`src/rtl/dmem_port_arbiter_pkg.sv`:
```
// Shared types and widths for the data-memory port arbiter.
package dmem_port_arbiter_pkg;

  localparam int unsigned DATA_W      = 32;
  localparam int unsigned DMEM_ADDR_W = 14;
  localparam int unsigned CNT_W       = 8;

  typedef enum logic {
    CPU_OWN  = 1'b0,
    HOST_OWN = 1'b1
  } arb_state_e;

endpackage

```
`src/rtl/dmem_port_arbiter_sat_counter.sv`:
```
// 8-bit up-counter with synchronous clear (priority) and saturation at all-ones.
module dmem_port_arbiter_sat_counter
  import dmem_port_arbiter_pkg::*;
#(
  parameter int unsigned W = CNT_W
) (
  input  logic         clk,
  input  logic         reset,
  input  logic         inc_i,
  input  logic         clr_i,
  output logic [W-1:0] cnt_o
);

  logic [W-1:0] cnt_q;
  logic [W-1:0] cnt_d;

  always_comb begin
    cnt_d = cnt_q;
    if (clr_i) begin
      cnt_d = '0;
    end else if (inc_i && (cnt_q != {W{1'b1}})) begin
      cnt_d = cnt_q + W'(1);
    end
  end

  always_ff @(posedge clk or posedge reset) begin
    if (reset) begin
      cnt_q <= '0;
    end else begin
      cnt_q <= cnt_d;
    end
  end

  assign cnt_o = cnt_q;

endmodule

```
`src/rtl/dmem_port_arbiter.sv`:
```
// Arbitrates the single data-memory port between the MEM stage and the host,
// bounding host wait via a starvation counter and CPU stall via a burst limit.
module dmem_port_arbiter
  import dmem_port_arbiter_pkg::*;
#(
  parameter int unsigned ADDR_W     = DMEM_ADDR_W,
  parameter int unsigned MAX_WAIT   = 4,
  parameter int unsigned HOST_BURST = 4
) (
  input  logic              clk,
  input  logic              reset,
  input  logic              cpu_req,
  input  logic              cpu_we,
  input  logic [ADDR_W-1:0] cpu_addr,
  input  logic [DATA_W-1:0] cpu_wdata,
  output logic [DATA_W-1:0] cpu_rdata,
  output logic              cpu_stall,
  input  logic              host_req,
  input  logic              host_we,
  input  logic [ADDR_W-1:0] host_addr,
  input  logic [DATA_W-1:0] host_wdata,
  output logic              host_gnt,
  output logic              host_rvalid,
  output logic [DATA_W-1:0] host_rdata,
  output logic              mem_we,
  output logic [ADDR_W-1:0] mem_addr,
  output logic [DATA_W-1:0] mem_wdata,
  input  logic [DATA_W-1:0] mem_rdata
);

  arb_state_e        state_q;
  arb_state_e        state_d;
  logic              host_rvalid_q;
  logic              host_rvalid_d;
  logic [DATA_W-1:0] host_rdata_q;
  logic [DATA_W-1:0] host_rdata_d;
  logic [CNT_W-1:0]  wait_cnt;
  logic [CNT_W-1:0]  burst_cnt;
  logic              host_win;
  logic              wait_inc;

  // Grant decision: host wins when the CPU is idle or its wait/burst bound says so.
  always_comb begin
    host_win      = 1'b0;
    state_d       = state_q;
    host_rvalid_d = 1'b0;
    host_rdata_d  = host_rdata_q;
    case (state_q)
      CPU_OWN:  host_win = host_req && (!cpu_req || (wait_cnt == CNT_W'(MAX_WAIT - 1)));
      HOST_OWN: host_win = host_req && (!cpu_req || (burst_cnt < CNT_W'(HOST_BURST)));
      default:  host_win = 1'b0;
    endcase
    state_d = host_win ? HOST_OWN : CPU_OWN;
    if (host_win && !host_we) begin
      host_rvalid_d = 1'b1;
      host_rdata_d  = mem_rdata;
    end
  end

  // A host denied while the CPU is served accumulates wait; anything else clears it.
  assign wait_inc = host_req & cpu_req & ~host_win;

  dmem_port_arbiter_sat_counter #(.W(CNT_W)) u_wait_cnt (
    .clk   (clk),
    .reset (reset),
    .inc_i (wait_inc),
    .clr_i (~wait_inc),
    .cnt_o (wait_cnt)
  );

  // Burst count is zero whenever the CPU owns the port, so the first host grant lands on 1.
  dmem_port_arbiter_sat_counter #(.W(CNT_W)) u_burst_cnt (
    .clk   (clk),
    .reset (reset),
    .inc_i (host_win),
    .clr_i (~host_win),
    .cnt_o (burst_cnt)
  );

  always_ff @(posedge clk or posedge reset) begin
    if (reset) begin
      state_q       <= CPU_OWN;
      host_rvalid_q <= 1'b0;
      host_rdata_q  <= '0;
    end else begin
      state_q       <= state_d;
      host_rvalid_q <= host_rvalid_d;
      host_rdata_q  <= host_rdata_d;
    end
  end

  // Reset forces the grant and write strobe low immediately, not just at the next edge.
  assign host_gnt    = host_win & ~reset;
  assign cpu_stall   = cpu_req & host_gnt;
  assign mem_we      = ~reset & (host_gnt ? host_we : (cpu_req & cpu_we));
  assign mem_addr    = host_gnt ? host_addr  : cpu_addr;
  assign mem_wdata   = host_gnt ? host_wdata : cpu_wdata;
  assign cpu_rdata   = mem_rdata;
  assign host_rvalid = host_rvalid_q;
  assign host_rdata  = host_rdata_q;

endmodule

```
`config.mk`:
```
export PLATFORM = sky130hd
export DESIGN_NAME = dmem_port_arbiter
export DESIGN_NICKNAME = d
export VERILOG_FILES = /design/src/rtl/dmem_port_arbiter_pkg.sv /design/src/rtl/dmem_port_arbiter_sat_counter.sv /design/src/rtl/dmem_port_arbiter.sv
export SDC_FILE = /design/constraint.sdc
export NUM_CORES = 1
export LEC_CHECK = 0
export ABC_AREA = 1
export BUFFER_PORTS_ARGS = -buffer_cell sky130_fd_sc_hd__buf_4
export CAP_MARGIN = 20
export CELL_PAD_IN_SITES_DETAIL_PLACEMENT = 0
export CELL_PAD_IN_SITES_GLOBAL_PLACEMENT = 1
export CORE_UTILIZATION = 26
export CTS_CLUSTER_DIAMETER = 80
export DETAILED_ROUTE_END_ITERATION = 12
export HOLD_SLACK_MARGIN = 0.12
export PLACE_DENSITY_LB_ADDON = 0.2
export SLEW_MARGIN = 20
export SYNTH_ARGS = -nofsm -noshare
export SYNTH_HDL_FRONTEND = slang
export SYNTH_SLANG_ARGS = --single-unit
```
`constraint.sdc`:
```
create_clock -name clk -period 4.45 [get_ports clk]
set_clock_uncertainty 0.1 [all_clocks]
set_input_delay 0.89 -clock clk [delete_from_list [all_inputs] [get_ports clk]]
set_output_delay 0.89 -clock clk [all_outputs]
set_load 0.1 [all_outputs]
```
==> flow_metrics.tcl <==
set metrics [dict create \
    cts.sinks 50 \
    via_per_inst 4.59 \
    worstPathMaxFanout 36 \
    hold_viol 0 \
    relSlewSlack 0.630 \
    synthDistinctLibCells 21 \
    grt.total_usage 0.179 \
    core_area_mm2 0.0122 \
    tightest_slew_ns 0.556 \
    cts_htree_levels 2 \
    place_congestion 0.902 \
    synth-seq-cells 50 \
    dieArea_mm2 0.0131 \
    grt_pass1_wl_um 18300 \
    end_kind "output port" \
    cts_buffers 5 \
    floorplan.initialDensity 0.270 \
    regToRegEndpoint "u_burst_cnt.cnt_o[0]$_DFFE_PP0P_" \
    dr.pass1.iters 4 \
    post_dp_cell_area_mm2 0.00498 \
    diodes 0 \
    worstSetupStartpoint "u_wait_cnt.cnt_o[0]$_DFFE_PP0P_" \
    drv_slew 0 \
    synth-seq-area-share 0.381 \
    fin_nets 788 \
    io_pins 244 \
    antenna_left 0 \
    start_kind "register" \
    cp-endpoint "mem_wdata[7]" \
    crit_required_ns 3.46 \
    drcViolationCount 0 \
    cp_slowest_stage_delay_ns 0.41 \
    post-place-ws_ns 0.749 \
    clk_latency_ns 0.28 \
    syn_area_per_cell_um2 7.09 \
    fp.dieH_um 114 \
    fin_setup_tns_ns 0 \
    layout_setup_ws_ns 0.611 \
    setup_viol 0 \
    post_cts_buffers 0 \
    antenna_found_initial 0 \
    path_clk_slew_ns 0.07 \
    reg2reg_slack_ns 1.79 \
    core.rowCount 40 \
    final_area_mm2 0.00515 \
    ctsResizeCount 0 \
    die_w_um 114 \
    drive_above_1_share 0.408 \
    wl_um 12000 \
    cpMaxStageDelayCell "buf_4" \
    rsz0062_at_grt "no" \
    tritoncts "built" \
    cts_root_buf "clkbuf_16" \
    ir_drop_uv 187 \
    arrival_ns 2.85 \
    syn2layout_area_growth_pct 57.0 \
    min_period_ns 3.84 \
    dp_hpwl_um 9010 \
    ys.warnings.count 0 \
    hold_path_class "reg2reg" \
    port_buffers 243 \
    syn-cell-area_mm2 0.00328 \
    path_class "reg2out" \
    holdBufCountCts 0 \
    power_density_mw_per_mm2 422 \
    cts_buffer_depth 2 \
    cap_violations 0 \
    r2r-start "u_wait_cnt.cnt_o[0]$_DFFE_PP0P_" \
    grt_max_degree 98 \
    max_freq_ghz 0.260 \
    fin_crit_sh 0.863 \
    vias 3789 \
    wl_per_cell_um 14.5 \
    synthCells 463 \
    r2r_cells 11 \
    grt.overflow.total 0 \
    grt_pass1_vias 3653 \
    power_leakage_nw 2.88 \
    syn_nets 595 \
    status "completed" \
    fin_util 0.424 \
    crit_chain "ha_1 -> nand2_1 -> nor2_1 -> nand2_1 -> nand3_4 -> buf_4 -> buf_4 -> nand4_1 -> nand2_1 -> buf_4" \
    drtIter0Drc 221 \
]
[through the flow]
step / hold WS, ns / instances / power [W]
final: 0.371 / 825 / 0.00218
after CTS: 0.378 / 825 / 0.00220
after global routing: 0.400 / 825 / 0.00226
after floorplan: 0.441 / 463 / 0.00147
after global placement: 0.356 / 817 / 0.00176
after detailed placement: 0.360 / 817 / 0.00176
[cells in the mapped netlist]
library cell / count / share of area
nor2_2: 1 / 0.0019
clkinv_1: 1 / 0.0011
ha_1: 2 / 0.0076
buf_4: 35 / 0.080
inv_1: 19 / 0.022
nand3_1: 5 / 0.0076
clkbuf_1: 12 / 0.014
o211ai_1: 1 / 0.0023
nand2_1: 187 / 0.21
nand3_2: 2 / 0.0061
buf_1: 3 / 0.0034
xor2_1: 8 / 0.021
nand4_1: 81 / 0.15
buf_6: 2 / 0.0069
inv_2: 4 / 0.0046
a21oi_1: 12 / 0.018
dfrtp_1: 50 / 0.38
nand3_4: 1 / 0.0053
nor3_1: 3 / 0.0046
nor2_1: 21 / 0.024
buf_2: 13 / 0.020
[flip-flops by register name, indices dropped and copies added (netlist names)]
signal and cells:
u_wait_cnt.cnt_o 8, state_q 1, host_rvalid 1, host_rdata 32
u_burst_cnt.cnt_o 8
[how the worst min path moves through the flow]
stage	start	to	slack, ns	depth (start not counted)
5_1_grt	host_rdata[19]$_DFFE_PP0P_	host_rdata[19]$_DFFE_PP0P_	0.40	2
3_3_place_gp	host_rdata[14]$_DFFE_PP0P_	host_rdata[14]$_DFFE_PP0P_	0.36	2
6_report	host_rdata[19]$_DFFE_PP0P_	host_rdata[19]$_DFFE_PP0P_	0.37	2
4_1_cts	host_rdata[15]$_DFFE_PP0P_	host_rdata[15]$_DFFE_PP0P_	0.38	2
3_5_place_dp	host_rdata[17]$_DFFE_PP0P_	host_rdata[17]$_DFFE_PP0P_	0.36	2
2_1_floorplan	u_wait_cnt.cnt_o[5]$_DFFE_PP0P_	u_wait_cnt.cnt_o[5]$_DFFE_PP0P_	0.44	2
[placed cells by master, fill, tap and decap left out, drive strengths merged]
master,Yosys,layout
nand4,81,81
clkinvlp,0,2
clkinv,1,2
nand2,187,187
ha,2,2
nor2,22,22
nand3,8,8
inv,23,22
nor3,3,3
o211ai,1,1
xor2,8,8
clkbuf,12,5
buf,53,251
bufinv,0,1
dfrtp,50,50
a21oi,12,12
[where the power goes]
group          internal (W)  switching, W
Sequential         0.000508     0.0000312
Combinational      0.000251      0.000955
Clock              0.000265      0.000167
Total               0.00102       0.00115
[metal layers]
| metal | GRT usage | vias to the layer above | routed length, um |
|---|---|---|---|
| met4 | 0.0502 | 0 | 184 |
| met1 | 0.204 | 1716 | 4660 |
| met3 | 0.0498 | 10 | 947 |
| met5 | 0 | - | 0 |
| met2 | 0.325 | 169 | 6190 |
| li1 | - | 1894 | - |
[worst max-delay path, delay by kind of cell (launching register included)]
kind	cells	cell delay [ns]
DFF	1	0.40
and+or+nand+nor	6	0.91
adders and majority gates	1	0.21
buffers and inverters	3	1.02
[cell type report]
cell class                      instances  area, um2
Inverter                               24       91.3
Fill cell                            1319       7010
Multi-Input combinational cell        324       1530
Tap cell                              168        210
Clock buffer                            5        125
Timing Repair Buffer                  251       1900
Sequential cell                        50       1250
Clock inverter                          3       45.0
[logic make-up (layout without fill, tap and decap cells)]
| group | after synthesis | count (layout) | share of synthesized area |
|---|---|---|---|
| buf+inv | 89 | 283 | 0.151 |
| fa+ha+maj | 2 | 2 | 0.00762 |
| flops | 50 | 50 | 0.381 |
| simple gates | 301 | 301 | 0.418 |
| compound gates | 13 | 13 | 0.0206 |
| xor+xnor | 8 | 8 | 0.0214 |
Note: power is estimated with default switching activity, not from simulation.
